--- src/rtl/bcd_seg_timer_pkg.sv ---
// Shared seven-segment helpers for the BCD timer.
// Exports SEG_BLANK, seg7_decode() and the bcd_of() constant builder.
package seg_pkg;

  localparam logic [6:0] SEG_BLANK = 7'h00;

  function automatic logic [6:0] seg7_decode(input logic [3:0] d);
    case (d)
      4'd0:    seg7_decode = 7'h3f;
      4'd1:    seg7_decode = 7'h06;
      4'd2:    seg7_decode = 7'h5b;
      4'd3:    seg7_decode = 7'h4f;
      4'd4:    seg7_decode = 7'h66;
      4'd5:    seg7_decode = 7'h6d;
      4'd6:    seg7_decode = 7'h7d;
      4'd7:    seg7_decode = 7'h07;
      4'd8:    seg7_decode = 7'h7f;
      4'd9:    seg7_decode = 7'h6f;
      default: seg7_decode = SEG_BLANK;
    endcase
  endfunction

  // Six-digit BCD image of an integer, for elaboration-time constants.
  function automatic logic [23:0] bcd_of(input int unsigned v);
    int unsigned r;
    r = v;
    bcd_of = '0;
    for (int k = 0; k < 6; k++) begin
      bcd_of[4*k +: 4] = 4'(r % 10);
      r = r / 10;
    end
  endfunction

endpackage

--- src/rtl/bcd_seg_timer_if.sv ---
// Control and display bundle of the BCD timer.
// master: board side (buttons/switches), slave: timer.
interface bcd_seg_timer_if #(
  parameter int DIGITS = 2
);
  logic                  hold_btn;
  logic                  clr;
  logic                  up_dn;
  logic                  load;
  logic [4*DIGITS-1:0]   load_val;
  logic [4*DIGITS-1:0]   bcd;
  logic [9*DIGITS-1:0]   seg_led;
  logic                  running;
  logic                  wrap;
  logic                  load_err;

  modport master (
    output hold_btn, clr, up_dn, load, load_val,
    input  bcd, seg_led, running, wrap, load_err
  );

  modport slave (
    input  hold_btn, clr, up_dn, load, load_val,
    output bcd, seg_led, running, wrap, load_err
  );
endinterface

--- src/rtl/bcd_seg_timer_hold_debounce.sv ---
// Button conditioner: 2-FF sync, DB_CYCLES debounce, rise pulse.
// Ports: clk, rst (sync, active-low), btn (raw), rise (1-cycle).
module hold_debounce #(
  parameter int DB_CYCLES = 240000
) (
  input  logic clk,
  input  logic rst,
  input  logic btn,
  output logic rise
);
  localparam int CW = $clog2(DB_CYCLES + 1);
  localparam logic [CW-1:0] C_TOP = CW'(DB_CYCLES - 1);

  logic          s1;
  logic          s2;
  logic          lvl;
  logic [CW-1:0] cnt;

  always_ff @(posedge clk) begin
    if (!rst) begin
      s1   <= 1'b0;
      s2   <= 1'b0;
      lvl  <= 1'b0;
      cnt  <= '0;
      rise <= 1'b0;
    end else begin
      s1   <= btn;
      s2   <= s1;
      rise <= 1'b0;
      // Any return to the accepted level restarts the stability window.
      if (s2 == lvl) begin
        cnt <= '0;
      end else if (cnt == C_TOP) begin
        lvl  <= s2;
        cnt  <= '0;
        rise <= s2;
      end else begin
        cnt <= cnt + 1'b1;
      end
    end
  end
endmodule

--- src/rtl/bcd_seg_timer.sv ---
// Multi-digit BCD up/down timer with load, clear, pause, 7-seg out.
// Ports: clk, rst (sync, active-low), io (bcd_seg_timer_if.slave).
module bcd_seg_timer
  import seg_pkg::*;
#(
  parameter int CLK_HZ    = 12000000,
  parameter int TICK_HZ   = 1,
  parameter int DIGITS    = 2,
  parameter int MODULUS   = 24,
  parameter int DB_CYCLES = 240000,
  parameter int BLANK_LZ  = 0
) (
  input logic            clk,
  input logic            rst,
  bcd_seg_timer_if.slave io
);
  localparam int DIV = CLK_HZ / TICK_HZ;
  localparam int PW  = $clog2(DIV);
  localparam int W   = 4 * DIGITS;
  localparam int SW  = 9 * DIGITS;

  localparam logic [PW-1:0] PRE_TOP = PW'(DIV - 1);
  localparam logic [23:0]   MAX24   = bcd_of(MODULUS - 1);
  localparam logic [W-1:0]  MAX_BCD = MAX24[W-1:0];

  function automatic logic [SW-1:0] seg_of(input logic [W-1:0] v);
    logic       lz;
    logic [3:0] d;
    seg_of = '0;
    lz     = 1'b1;
    for (int k = DIGITS - 1; k >= 0; k--) begin
      d  = v[4*k +: 4];
      lz = lz && (d == 4'd0);
      if (BLANK_LZ != 0 && k != 0 && lz)
        seg_of[9*k +: 9] = {2'b00, SEG_BLANK};
      else
        seg_of[9*k +: 9] = {2'b00, seg7_decode(d)};
    end
  endfunction

  logic [PW-1:0] pre;
  logic [PW-1:0] pre_nxt;
  logic [W-1:0]  cnt;
  logic [SW-1:0] seg_q;
  logic          run_q;
  logic          wrap_q;
  logic          lerr_q;
  logic          tick;
  logic          db_rise;
  logic          ld_ok;
  logic [W-1:0]  inc_v;
  logic [W-1:0]  dec_v;
  logic [W-1:0]  nxt;
  logic          nwrap;

  hold_debounce #(
    .DB_CYCLES(DB_CYCLES)
  ) u_hold (
    .clk  (clk),
    .rst  (rst),
    .btn  (io.hold_btn),
    .rise (db_rise)
  );

  assign tick    = run_q && (pre == PRE_TOP);
  assign pre_nxt = (pre == PRE_TOP) ? '0 : pre + 1'b1;

  always_comb begin : p_ld
    ld_ok = (io.load_val <= MAX_BCD);
    for (int k = 0; k < DIGITS; k++)
      if (io.load_val[4*k +: 4] > 4'd9)
        ld_ok = 1'b0;
  end

  // Digit-wise carry/borrow ripple; only 0..9 ever reaches a register.
  always_comb begin : p_step
    logic cy;
    logic bw;
    inc_v = cnt;
    dec_v = cnt;
    cy    = 1'b1;
    bw    = 1'b1;
    for (int k = 0; k < DIGITS; k++) begin
      if (cy) begin
        if (cnt[4*k +: 4] == 4'd9) begin
          inc_v[4*k +: 4] = 4'd0;
        end else begin
          inc_v[4*k +: 4] = cnt[4*k +: 4] + 4'd1;
          cy = 1'b0;
        end
      end
      if (bw) begin
        if (cnt[4*k +: 4] == 4'd0) begin
          dec_v[4*k +: 4] = 4'd9;
        end else begin
          dec_v[4*k +: 4] = cnt[4*k +: 4] - 4'd1;
          bw = 1'b0;
        end
      end
    end
  end

  always_comb begin
    if (io.up_dn) begin
      nwrap = (cnt == MAX_BCD);
      nxt   = nwrap ? '0 : inc_v;
    end else begin
      nwrap = (cnt == '0);
      nxt   = nwrap ? MAX_BCD : dec_v;
    end
  end

  always_ff @(posedge clk) begin
    if (!rst) begin
      pre    <= '0;
      cnt    <= '0;
      seg_q  <= seg_of('0);
      run_q  <= 1'b1;
      wrap_q <= 1'b0;
      lerr_q <= 1'b0;
    end else begin
      wrap_q <= 1'b0;
      lerr_q <= 1'b0;
      seg_q  <= seg_of(cnt);
      if (db_rise)
        run_q <= ~run_q;
      if (io.clr) begin
        cnt <= '0;
        pre <= '0;
      end else if (io.load) begin
        // A load strobe always swallows the tick, even when rejected.
        if (ld_ok) begin
          cnt <= io.load_val;
          pre <= '0;
        end else begin
          lerr_q <= 1'b1;
          if (run_q)
            pre <= pre_nxt;
        end
      end else if (run_q) begin
        pre <= pre_nxt;
        if (tick) begin
          cnt    <= nxt;
          wrap_q <= nwrap;
        end
      end
    end
  end

  assign io.bcd      = cnt;
  assign io.seg_led  = seg_q;
  assign io.running  = run_q;
  assign io.wrap     = wrap_q;
  assign io.load_err = lerr_q;
endmodule

--- src/flat_wrapper.sv ---
// flat-port wrapper written by rule: the top's interface ports become plain ports
module bcd_seg_timer_flat import seg_pkg::*;
#(
  parameter int CLK_HZ    = 12000000,
  parameter int TICK_HZ   = 1,
  parameter int DIGITS    = 2,
  parameter int MODULUS   = 24,
  parameter int DB_CYCLES = 240000,
  parameter int BLANK_LZ  = 0
)
  (clk, rst, io_hold_btn, io_clr, io_up_dn, io_load, io_load_val, io_bcd, io_seg_led, io_running, io_wrap, io_load_err);
  bcd_seg_timer_if #(.DIGITS(DIGITS)) io_i ();
  input logic clk;
  input logic rst;
  input wire logic [$bits(io_i.hold_btn)-1:0] io_hold_btn;
  input wire logic [$bits(io_i.clr)-1:0] io_clr;
  input wire logic [$bits(io_i.up_dn)-1:0] io_up_dn;
  input wire logic [$bits(io_i.load)-1:0] io_load;
  input wire logic [$bits(io_i.load_val)-1:0] io_load_val;
  output wire logic [$bits(io_i.bcd)-1:0] io_bcd;
  output wire logic [$bits(io_i.seg_led)-1:0] io_seg_led;
  output wire logic [$bits(io_i.running)-1:0] io_running;
  output wire logic [$bits(io_i.wrap)-1:0] io_wrap;
  output wire logic [$bits(io_i.load_err)-1:0] io_load_err;
  assign io_i.hold_btn = io_hold_btn;
  assign io_i.clr = io_clr;
  assign io_i.up_dn = io_up_dn;
  assign io_i.load = io_load;
  assign io_i.load_val = io_load_val;
  assign io_bcd = io_i.bcd;
  assign io_seg_led = io_i.seg_led;
  assign io_running = io_i.running;
  assign io_wrap = io_i.wrap;
  assign io_load_err = io_i.load_err;
  bcd_seg_timer #(.CLK_HZ(CLK_HZ), .TICK_HZ(TICK_HZ), .DIGITS(DIGITS), .MODULUS(MODULUS), .DB_CYCLES(DB_CYCLES), .BLANK_LZ(BLANK_LZ)) u_core (.clk(clk), .rst(rst), .io(io_i));
endmodule
--- config.mk ---
export PLATFORM = sky130hd
export DESIGN_NAME = bcd_seg_timer_flat
export DESIGN_NICKNAME = d
export VERILOG_FILES = /design/src/rtl/bcd_seg_timer_pkg.sv /design/src/rtl/bcd_seg_timer_if.sv /design/src/rtl/bcd_seg_timer_hold_debounce.sv /design/src/rtl/bcd_seg_timer.sv /design/src/flat_wrapper.sv
export SDC_FILE = /design/constraint.sdc
export NUM_CORES = 1
export LEC_CHECK = 0
export CAP_MARGIN = 5
export CORE_MARGIN = 2
export CORE_UTILIZATION = 60
export CTS_CLUSTER_DIAMETER = 120
export DETAILED_ROUTE_END_ITERATION = 6
export DONT_BUFFER_PORTS = 1
export PLACE_DENSITY_LB_ADDON = 0.2
export SYNTH_ARGS = -nofsm -noshare
export SYNTH_HDL_FRONTEND = slang
export SYNTH_HIERARCHICAL = 1
export SYNTH_SLANG_ARGS = --single-unit
export TNS_END_PERCENT = 30
--- constraint.sdc ---
create_clock -name clk -period 3.59 [get_ports clk]
set_input_delay 0.718 -clock clk [delete_from_list [all_inputs] [get_ports clk]]
set_output_delay 0.718 -clock clk [all_outputs]
set_load 0.005 [all_outputs]
==> impl_metrics.csv, run 1 <==
group,metric,value,unit
outcome,outcome,"finished clean",
layout,regArea,1420,µm²
yosys,synth_cells,425,
yosys,yosysSeqAreaShare,38.8,%
global_route,grt_use_met2,38.9,%
die,fp.dieW,82.1,µm
global_route,grt_max_degree,23,
routing,dr.first_iter.drc_count,117,
critical_path,critPathArrivalTime,2960,ps
clock_tree,cts_resized,0,
timing,post-route-min-period,2760,ps
die,rows,28,
global_route,grt_pass1_vias,2795,
clock_tree,post-cts-setup-buffers,0,
critical_path,end_kind,"register",
routing,via_count,3001,
clock_tree,htreeDepth,3,
layout,fin_nets,451,
routing,post_drt_via_cell_ratio,6.01,
yosys,synth-edff-count,0,
routing,remaining_drc_errors,0,
layout,fin_util,65.1,%
die,io_pins,43,
global_route,grt-busiest-layer,"met2",
clock_tree,cts_hold_buf,0,
yosys,ys_types,59,
timing,tightest_slew,782,ps
clock_tree,clock_latency,340,ps
timing,slew_headroom,47.8,%
critical_path,critPathRequiredTime,3790,ps
routing,firstDrtPassIters,5,
yosys,synth-main-ff-cell,"dfxtp_1",
global_route,grt_antenna_before_repair,0,
routing,antenna_left,0,
layout,antenna_cells,0,
layout,syn_to_final_growth,5.19,%
power,irDropWorstVdd,0.264,mV
layout,multi_input_area,2090,µm²
min_path,hold_depth,1,
yosys,yosysWarnings,6,
yosys,synth_area_leaders,"dfxtp_1, nor2_1, ha_1, xnor2_1, xor2_1",
timing,finalMaxSlewViolations,0,
place,numPortBuffers,0,
layout,fillers,506,
power,p_leak,0.00136,µW
timing,finalHoldViolations,0,
global_route,met3_usage,4.89,%
yosys,ys_ff_latch,71,
die,die_h,82.1,µm
timing,fmax,363,MHz
run,cap_violations,0,
min_path,hold_path_class,"input port to register",
die,core-area,5920,µm²
layout,layout-drive-gt1-share,6.60,%
routing,wire_per_inst,15.3,µm
clock_tree,clkSlewWorstSetupHoldPaths,70,ps
global_route,grt_util_met1,32.5,%
timing,tns,0,ps
clock_tree,root_buffer,"clkbuf_8",
place,gp_congestion,0.900,
timing,skew,7.53,ps
clock_tree,clockBufferDepth,2,
global_route,grt_pass1_wl,12.8,mm
power,p_per_area,378,nW/µm²
yosys,syn-mean-instance-area,8.62,µm²
clock_tree,clock_sinks,71,
clock_tree,cts_buffers,9,
yosys,netlist_area,3660,µm²
timing,rsz0062_at_grt,"no",
global_route,grt_overflow,0,
global_route,grt.total_usage,24.6,%
place,hpwlAfterDp,5.20,mm
critical_path,start_kind,"register",
yosys,synth_top_area_share,38.8,%
yosys,async_flop_share,0,%
yosys,synth_top_area_cell,"dfxtp_1",
critical_path,crit_type,"register to register",
timing,period_share,76.8,%
critical_path,crit_fanout,9,
die,dieArea,6740,µm²
critical_path,worst-r2r-cell-count,7,
die,initial_core_util,61.9,%
clock_tree,cts_tree,"built",
timing,setup_viol_count_final,0,
routing,wl,7.62,mm
-- power by group --
part | switching [µW] | internal [µW]
clock | 285 | 312
combinational | 34.5 | 24.6
sequential | 6.25 | 793
-- kinds of logic after synthesis --
group | synth area share, %
AOI/OAI and AO/OA | 13.8
xor gates and xnor gates | 9.81
adders and majority gates | 5.81
buffers and inverters | 4.48
DFF | 38.8
muxes | 0.888
other | 0.102
and+or+nand+nor | 26.3
-- layer usage --
metal | share of wire (%) | vias to the layer above | wire length, µm
met4 | 1.8 | 0 | 135
met2 | 46 | 86 | 3510
li1 | - | 1491 | -
met5 | 0 | - | 0
met3 | 4.7 | 14 | 361
met1 | 47 | 1410 | 3620
-- cells in the final DEF, fill, tap and decap left out, types with 3 or more instances in the layout --
| master | netlist | layout |
|---|---|---|
| o221ai_1 | 3 | 3 |
| and2_1 | 7 | 7 |
| conb_1 | 1 | 4 |
| and4_1 | 5 | 5 |
| a211oi_1 | 4 | 4 |
| clkbuf_8 | 0 | 9 |
| nor3_1 | 7 | 7 |
| nor2_1 | 57 | 57 |
| nor3b_1 | 6 | 6 |
| a31oi_1 | 3 | 3 |
| nand2b_1 | 7 | 7 |
| and3_1 | 9 | 9 |
| nor4_1 | 9 | 9 |
| o21ai_0 | 19 | 19 |
| a31o_2 | 3 | 3 |
| xor2_1 | 20 | 20 |
| or3_1 | 6 | 6 |
| nand4_1 | 13 | 13 |
| a21oi_1 | 12 | 12 |
| clkinv_2 | 0 | 4 |
| buf_4 | 5 | 3 |
| nand2_1 | 28 | 28 |
| xnor2_1 | 21 | 21 |
| o21bai_1 | 3 | 3 |
| dfxtp_1 | 71 | 71 |
| inv_1 | 13 | 13 |
| ha_1 | 17 | 17 |
| nand3_1 | 15 | 15 |
| o31ai_1 | 4 | 4 |
-- per-stage QoR --
stage / instances / total power (µW) / instance area [µm²] / hold slack [ps] / worst slack (ps)
6_report: 499 / 1460 / 3850 / 434 / 833
5_1_grt: 499 / 1510 / 3850 / 421 / 694
4_1_cts: 499 / 1470 / 3850 / 422 / 928
3_5_place_dp: 484 / 875 / 3670 / 424 / 1000
3_3_place_gp: 484 / 875 / 3670 / 421 / 1020
2_1_floorplan: 428 / 868 / 3670 / 412 / 1270
-- registers in the layout, indices dropped and copies added, names as in the netlist, 8 cells and up --
register / cells
u_core/io.bcd: 8
u_core/io.seg_led: 14
u_core/pre: 24
u_core/u_hold/cnt: 18
-- area by class of cell --
type / instances / area share, %
clock buffers: 10 / 3.31
multi-input cells: 322 / 54.2
inverters: 13 / 1.27
flip-flops and latches: 71 / 36.9
repair buffers: 3 / 0.585
clock inverters: 5 / 1.30
well taps: 75 / 2.44
-- worst paths after layout --
check / start / end / slack, ps
hold reg to reg: u_core/u_hold/s1 / u_core/u_hold/s2 / 430
setup / recovery: u_core/io.bcd[5] / u_core/io.bcd[5] / 830
hold / removal: rst / u_core/io.running / 430
setup reg to reg: u_core/io.bcd[5] / u_core/io.bcd[5] / 830
-- worst max-delay path: stages (launching register included) --
cell       delay (ps)
dfxtp_1           420
inv_1             200
ha_1              320
nor3b_1           680
nor4_1             90
a221o_1           290
a2111oi_0         500
a211oi_1          100
-- cells in the mapped netlist (3+ instances only) --
cell,count
or3_1,6
inv_1,13
o221ai_1,3
and4_1,5
a31o_2,3
nor2_1,57
a31oi_1,3
ha_1,17
clkbuf_1,10
nand4_1,13
a21oi_1,12
o21bai_1,3
nor4_1,9
nand2b_1,7
nor3_1,7
nor3b_1,6
nand2_1,28
xnor2_1,21
and3_1,9
dfxtp_1,71
buf_2,4
xor2_1,20
o21ai_0,19
o31ai_1,4
and2_1,7
buf_4,5
a211oi_1,4
nand3_1,15
No activity file was read; power rests on OpenSTA's default activity.
==> run 2, diff against run 1 <==
Settings changed: CORE_UTILIZATION 60 to 57.
Clock period 3.59 ns to 2.4 ns, I/O delays scaled along.
==> run 2 against run 1 <==
Net effect:
- largest power group unchanged
- sequential cell count did not move
- die area rose by 5.0%
- final area up 4.8%
- clock skew increased by 1.6 ps
==> impl_metrics.csv, run 2 (synthesis results as in run 1) <==
group,metric,value,unit
die,core-area,6280,µm²
outcome,outcome,"finished clean",
timing,finalMaxSlewViolations,0,
clock_tree,htreeDepth,3,
layout,fin_nets,468,
critical_path,critPathRequiredTime,2610,ps
timing,finalHoldViolations,0,
critical_path,start_kind,"register",
die,rows,29,
power,irDropWorstVdd,0.453,mV
layout,layout_commonest_cell,"dfxtp_1",
timing,tightest_slew,667,ps
power,swShare,23.2,%
clock_tree,clkSlewWorstSetupHoldPaths,80,ps
layout,layout-drive-gt1-share,11.8,%
layout,antenna_cells,0,
power,p_comb_share,4.4,%
critical_path,cpMaxStageDelayCell,"or3_4",
power,clockPowerShare,42.9,%
routing,dr.first_iter.drc_count,148,
power,switching_power,525,µW
timing,post-route-min-period,2260,ps
layout,top_register,"u_core/pre",
global_route,grt.total_usage,23.3,%
critical_path,crit_buf_inv,0,
critical_path,crit_family,"compound AO/OA/AOI/OAI gates",
timing,fmax,442,MHz
timing,tns,0,ps
timing,skew,9.14,ps
critical_path,slowest_delay,450,ps
global_route,grt_overflow,0,
place,hpwlAfterDp,5.52,mm
critical_path,crit_type,"register to register",
routing,wire_per_inst,15.1,µm
routing,firstDrtPassIters,4,
clock_tree,root_buffer,"clkbuf_8",
global_route,grt_max_degree,23,
place,numPortBuffers,0,
power,p_per_area,561,nW/µm²
global_route,grt_pass1_wl,13.5,mm
global_route,grt_pass1_vias,2883,
place,placed_cell_area,3800,µm²
global_route,grt_antenna_before_repair,0,
layout,largest_reg_flops,24,
routing,remaining_drc_errors,0,
die,io_pins,43,
routing,wl,7.86,mm
layout,finalInstanceArea,4040,µm²
power,p_int,1740,µW
timing,setup_viol_count_final,0,
power,power_frac_seq,52.7,%
timing,slew_headroom,54.9,%
clock_tree,cts_buffers,9,
critical_path,worstPathCellList,"ha_1 > nand4_2 > or3_4 > o31a_1 > o311ai_0 > o31ai_1",
critical_path,reg2reg_slack,140,ps
layout,mostFrequentLayoutCells,"dfxtp_1, nor2_1, nand2_1, xnor2_1",
routing,via_count,3079,
place,dpl.cell_count,502,
layout,syn_to_final_growth,10.3,%
place,gp_congestion,0.912,
run,cap_violations,0,
critical_path,critPathArrivalTime,2480,ps
die,die_h,84.2,µm
clock_tree,cts_tree,"built",
critical_path,end_kind,"register",
clock_tree,clock_sinks,71,
power,p_leak,0.00145,µW
die,dieArea,7080,µm²
routing,antenna_left,0,
min_path,hold_path_class,"input port to register",
die,initial_core_util,58.3,%
clock_tree,clock_latency,350,ps
clock_tree,clockBufferDepth,2,
clock_tree,cts_hold_buf,0,
die,fp.dieW,84.2,µm
timing,period_share,94.3,%
routing,post_drt_via_cell_ratio,5.93,
critical_path,crit_fanout,6,
layout,finalNonFillerCells,519,
## run 2: cell count changes in the layout (fill, tap and decap cells not counted), sizes merged
cell / before / now
inv: 13 / 14
clkinvlp: 0 / 4
clkinv: 4 / 0
buf: 3 / 20
## run 2: final cells by class
| class | instances | area, µm² |
|---|---|---|
| fillers | 560 | 2240 |
| multi-input cells | 322 | 2120 |
| inverters | 13 | 48.8 |
| clock inverters | 6 | 68.8 |
| flip-flops and latches | 71 | 1420 |
| well taps | 77 | 96.3 |
| clock buffers | 10 | 138 |
| repair buffers | 20 | 150 |
## run 2: per-layer routing
layer / global-route usage (%) / routed length (µm) / vias up / part of all wire (%)
li1: - / - / 1530 / -
met1: 31.1 / 3770 / 1454 / 48
met2: 35.5 / 3520 / 81 / 45
met3: 7.18 / 416 / 14 / 5.3
met4: 9.09 / 154 / 0 / 2.0
met5: 0 / 0 / - / 0
## run 2: repair_timing
item | CTS | global route
setup endpoints to repair | 0 | 3
buffers inserted | 0 | 1
gates resized for setup | 0 | 7
## run 2: power groups by stage
| stage | clock (µW) | combinational (µW) | sequential (µW) |
|---|---|---|---|
| 2_1_floorplan | 0 | 79.0 | 1220 |
| 3_3_place_gp | 0 | 93.7 | 1220 |
| 3_5_place_dp | 0 | 94.1 | 1220 |
| 4_1_cts | 1000 | 94.5 | 1190 |
| 5_1_grt | 1040 | 110 | 1190 |
| 6_report | 972 | 99.2 | 1190 |
## run 2: path summary, 6_finish.rpt
kind,from,end,cells after the start
setup / recovery,u_core/pre[0],u_core/io.bcd[6],6
hold / removal,rst,u_core/io.seg_led[10],1
setup reg to reg,u_core/pre[0],u_core/io.bcd[6],6
hold reg to reg,u_core/u_hold/s1,u_core/u_hold/s2,1
## run 2: through the flow
stage / power, µW / hold slack, ps / worst slack, ps / utilization (%)
after detailed placement: 1320 / 417 / 144 / 60.5
after global routing: 2350 / 173 / -7.13 / 64.3
final: 2270 / 191 / 137 / 64.3
after CTS: 2290 / 174 / 127 / 63.8
after floorplan: 1300 / 412 / 267 / -
after global placement: 1310 / 417 / 200 / 60.5
==> run 3, diff against run 2 <==
Settings changed: CELL_PAD_IN_SITES_DETAIL_PLACEMENT set to 0, CELL_PAD_IN_SITES_GLOBAL_PLACEMENT set to 2, CORE_UTILIZATION 57 to 35.
==> run 3 against run 2 <==
Net effect:
- largest power group unchanged
- worst hold slack gained 5.2 ps
- first-iteration DRC count up 4.7%
- critical endpoint is now u_core/io.bcd[7]
- clock power is 19% higher
- sequential cell count stayed put
- core utilization fell by 24 points
- total power rose by 8.3%
- critical path depth is the same
- sequential power about the same
- critical path type unchanged
- sequential share of layout area shrank 1.1 points
- cell count is 12% higher
- global-route usage down 7.0 points
==> impl_metrics.csv, run 3 (synthesis results as in run 1) <==
group,metric,value,unit
layout,fin_util,40.7,%
power,irDropWorstVdd,0.223,mV
critical_path,reg2reg_slack,150,ps
power,p_int,1930,µW
critical_path,crit_type,"register to register",
critical_path,slowest_delay,450,ps
timing,finalMaxSlewViolations,0,
global_route,grt_antenna_before_repair,0,
critical_path,reg2reg_to,"u_core/io.bcd[7]",
clock_tree,clockBufferDepth,2,
timing,tightest_slew,622,ps
clock_tree,htreeDepth,3,
die,die_h,106,µm
clock_tree,cts_tree,"built",
clock_tree,clkSlewWorstSetupHoldPaths,80,ps
timing,worst_slack,147,ps
critical_path,startpoint,"u_core/pre[0]",
power,p_comb_share,4.1,%
routing,antenna_left,0,
timing,hold_slack,197,ps
routing,post_drt_via_cell_ratio,5.21,
layout,largest_reg_flops,24,
place,hpwlAfterDp,6.33,mm
timing,rsz0062_at_grt,"no",
critical_path,worstPathCellList,"ha_1 > nand4_2 > or3_4 > o31a_1 > or2_4 > o211a_1",
die,initial_core_util,35.8,%
run,cap_violations,0,
timing,setup_viol_count_final,0,
power,clockPowerShare,47.3,%
place,gp_congestion,0.808,
min_path,hold_path_class,"input port to register",
critical_path,critPathRequiredTime,2640,ps
place,numPortBuffers,0,
timing,slew_headroom,58.0,%
outcome,outcome,"finished clean",
clock_tree,root_buffer,"clkbuf_8",
timing,period_share,93.9,%
place,dpl_worst_slack,125,ps
routing,wire_per_inst,15.1,µm
routing,dr.first_iter.drc_count,155,
die,io_pins,43,
die,fp.dieW,106,µm
layout,fillers,1057,
critical_path,critPathArrivalTime,2490,ps
critical_path,cp-endpoint,"u_core/io.bcd[7]",
critical_path,worstReg2RegStart,"u_core/pre[0]",
clock_tree,clock_latency,350,ps
routing,via_count,3036,
global_route,grt_max_degree,23,
layout,fin_nets,473,
critical_path,end_kind,"register",
clock_tree,clock_sinks,71,
power,p_per_area,589,nW/µm²
clock_tree,post-cts-setup-buffers,0,
die,core-area,10200,µm²
layout,layout-drive-gt1-share,11.6,%
die,dieArea,11300,µm²
timing,skew,9.57,ps
timing,post-route-min-period,2250,ps
layout,antenna_cells,0,
global_route,grt_overflow,0,
critical_path,worst-r2r-cell-count,6,
power,swShare,21.3,%
layout,top_register,"u_core/pre",
timing,tns,0,ps
critical_path,cpMaxStageDelayCell,"or3_4",
global_route,grt.total_usage,16.4,%
routing,firstDrtPassIters,4,
die,rows,37,
critical_path,crit_fanout,8,
timing,fmax,444,MHz
layout,layout_commonest_cell,"dfxtp_1",
global_route,grt_pass1_wl,14.7,mm
power,switching_power,523,µW
routing,remaining_drc_errors,0,
critical_path,start_kind,"register",
routing,wl,8.80,mm
clock_tree,cts_buffers,9,
power,power_frac_seq,48.6,%
timing,finalHoldViolations,0,
layout,mostFrequentLayoutCells,"dfxtp_1, nor2_1, nand2_1, buf_4, xnor2_1",
power,p_leak,0.00149,µW
layout,syn_to_final_growth,13.8,%
global_route,grt_pass1_vias,2910,
==> run 3: changes by cell type in the layout (fill, tap and decap cells not counted), sizes merged <==
| cell | previous run | this run |
|---|---|---|
| buf | 20 | 25 |
| bufinv | 1 | 2 |
| clkbuf | 10 | 14 |
| clkinvlp | 4 | 0 |
| inv | 14 | 13 |
==> run 3: repair_timing <==
action,4_1_cts,5_1_grt
gates resized for setup,0,3
hold buffers,0,0
endpoints found under the setup margin,0,5
==> run 3: through the flow <==
step           area [µm²]  instances  total power, µW
4_1_cts              4160        583             2490
3_3_place_gp         3920        567             1320
5_1_grt              4170        583             2550
6_report             4170        583             2450
3_5_place_dp         3920        567             1320
2_1_floorplan        3670        428             1300
==> run 3: per-layer routing <==
metal  vias up  track usage, %  share of wire (%)  routed length (µm)
li1       1537               -                  -                   -
met2        45            25.8                 44                3920
met3        12            3.00                3.6                 314
met4         0            7.61                1.8                 161
met5         -               0                  0                   0
met1      1442            21.7                 50                4410
==> run 3: cell type report <==
| cell class | instances | area (µm²) | share of cell area (%) |
|---|---|---|---|
| multi-input combinational | 322 | 2100 | 50.3 |
| sequential | 71 | 1420 | 34.1 |
| timing repair buffer | 25 | 188 | 4.50 |
| clock buffer | 14 | 183 | 4.38 |
| tap | 136 | 170 | 4.08 |
| clock inverter | 2 | 60.1 | 1.44 |
| inverter | 13 | 48.8 | 1.17 |
==> run 3: worst max-delay path, delay by kind of cell (launching register included) <==
kind            cells  cell delay [ps]
fa+ha+maj           1              220
compound gates      2              620
flops               1              390
simple gates        3              900
==> run 3: worst min-delay path by stage <==
stage                          start                    end  slack [ps]  depth (start not counted)
CTS                              rst      u_core/io.running         180                          1
finish                           rst      u_core/io.running         200                          1
global route                     rst  u_core/io.seg_led[10]         180                          1
global placement    u_core/u_hold/s1       u_core/u_hold/s2         420                          1
floorplan           u_core/u_hold/s1       u_core/u_hold/s2         410                          1
detailed placement  u_core/u_hold/s1       u_core/u_hold/s2         420                          1
==> run 3: power by group through the flow <==
stage	Clock, µW	Combinational, µW	Sequential [µW]
floorplan	0	79.0	1220
global placement	0	101	1220
detailed placement	0	100	1220
CTS	1200	101	1190
global route	1240	113	1190
finish	1160	101	1190
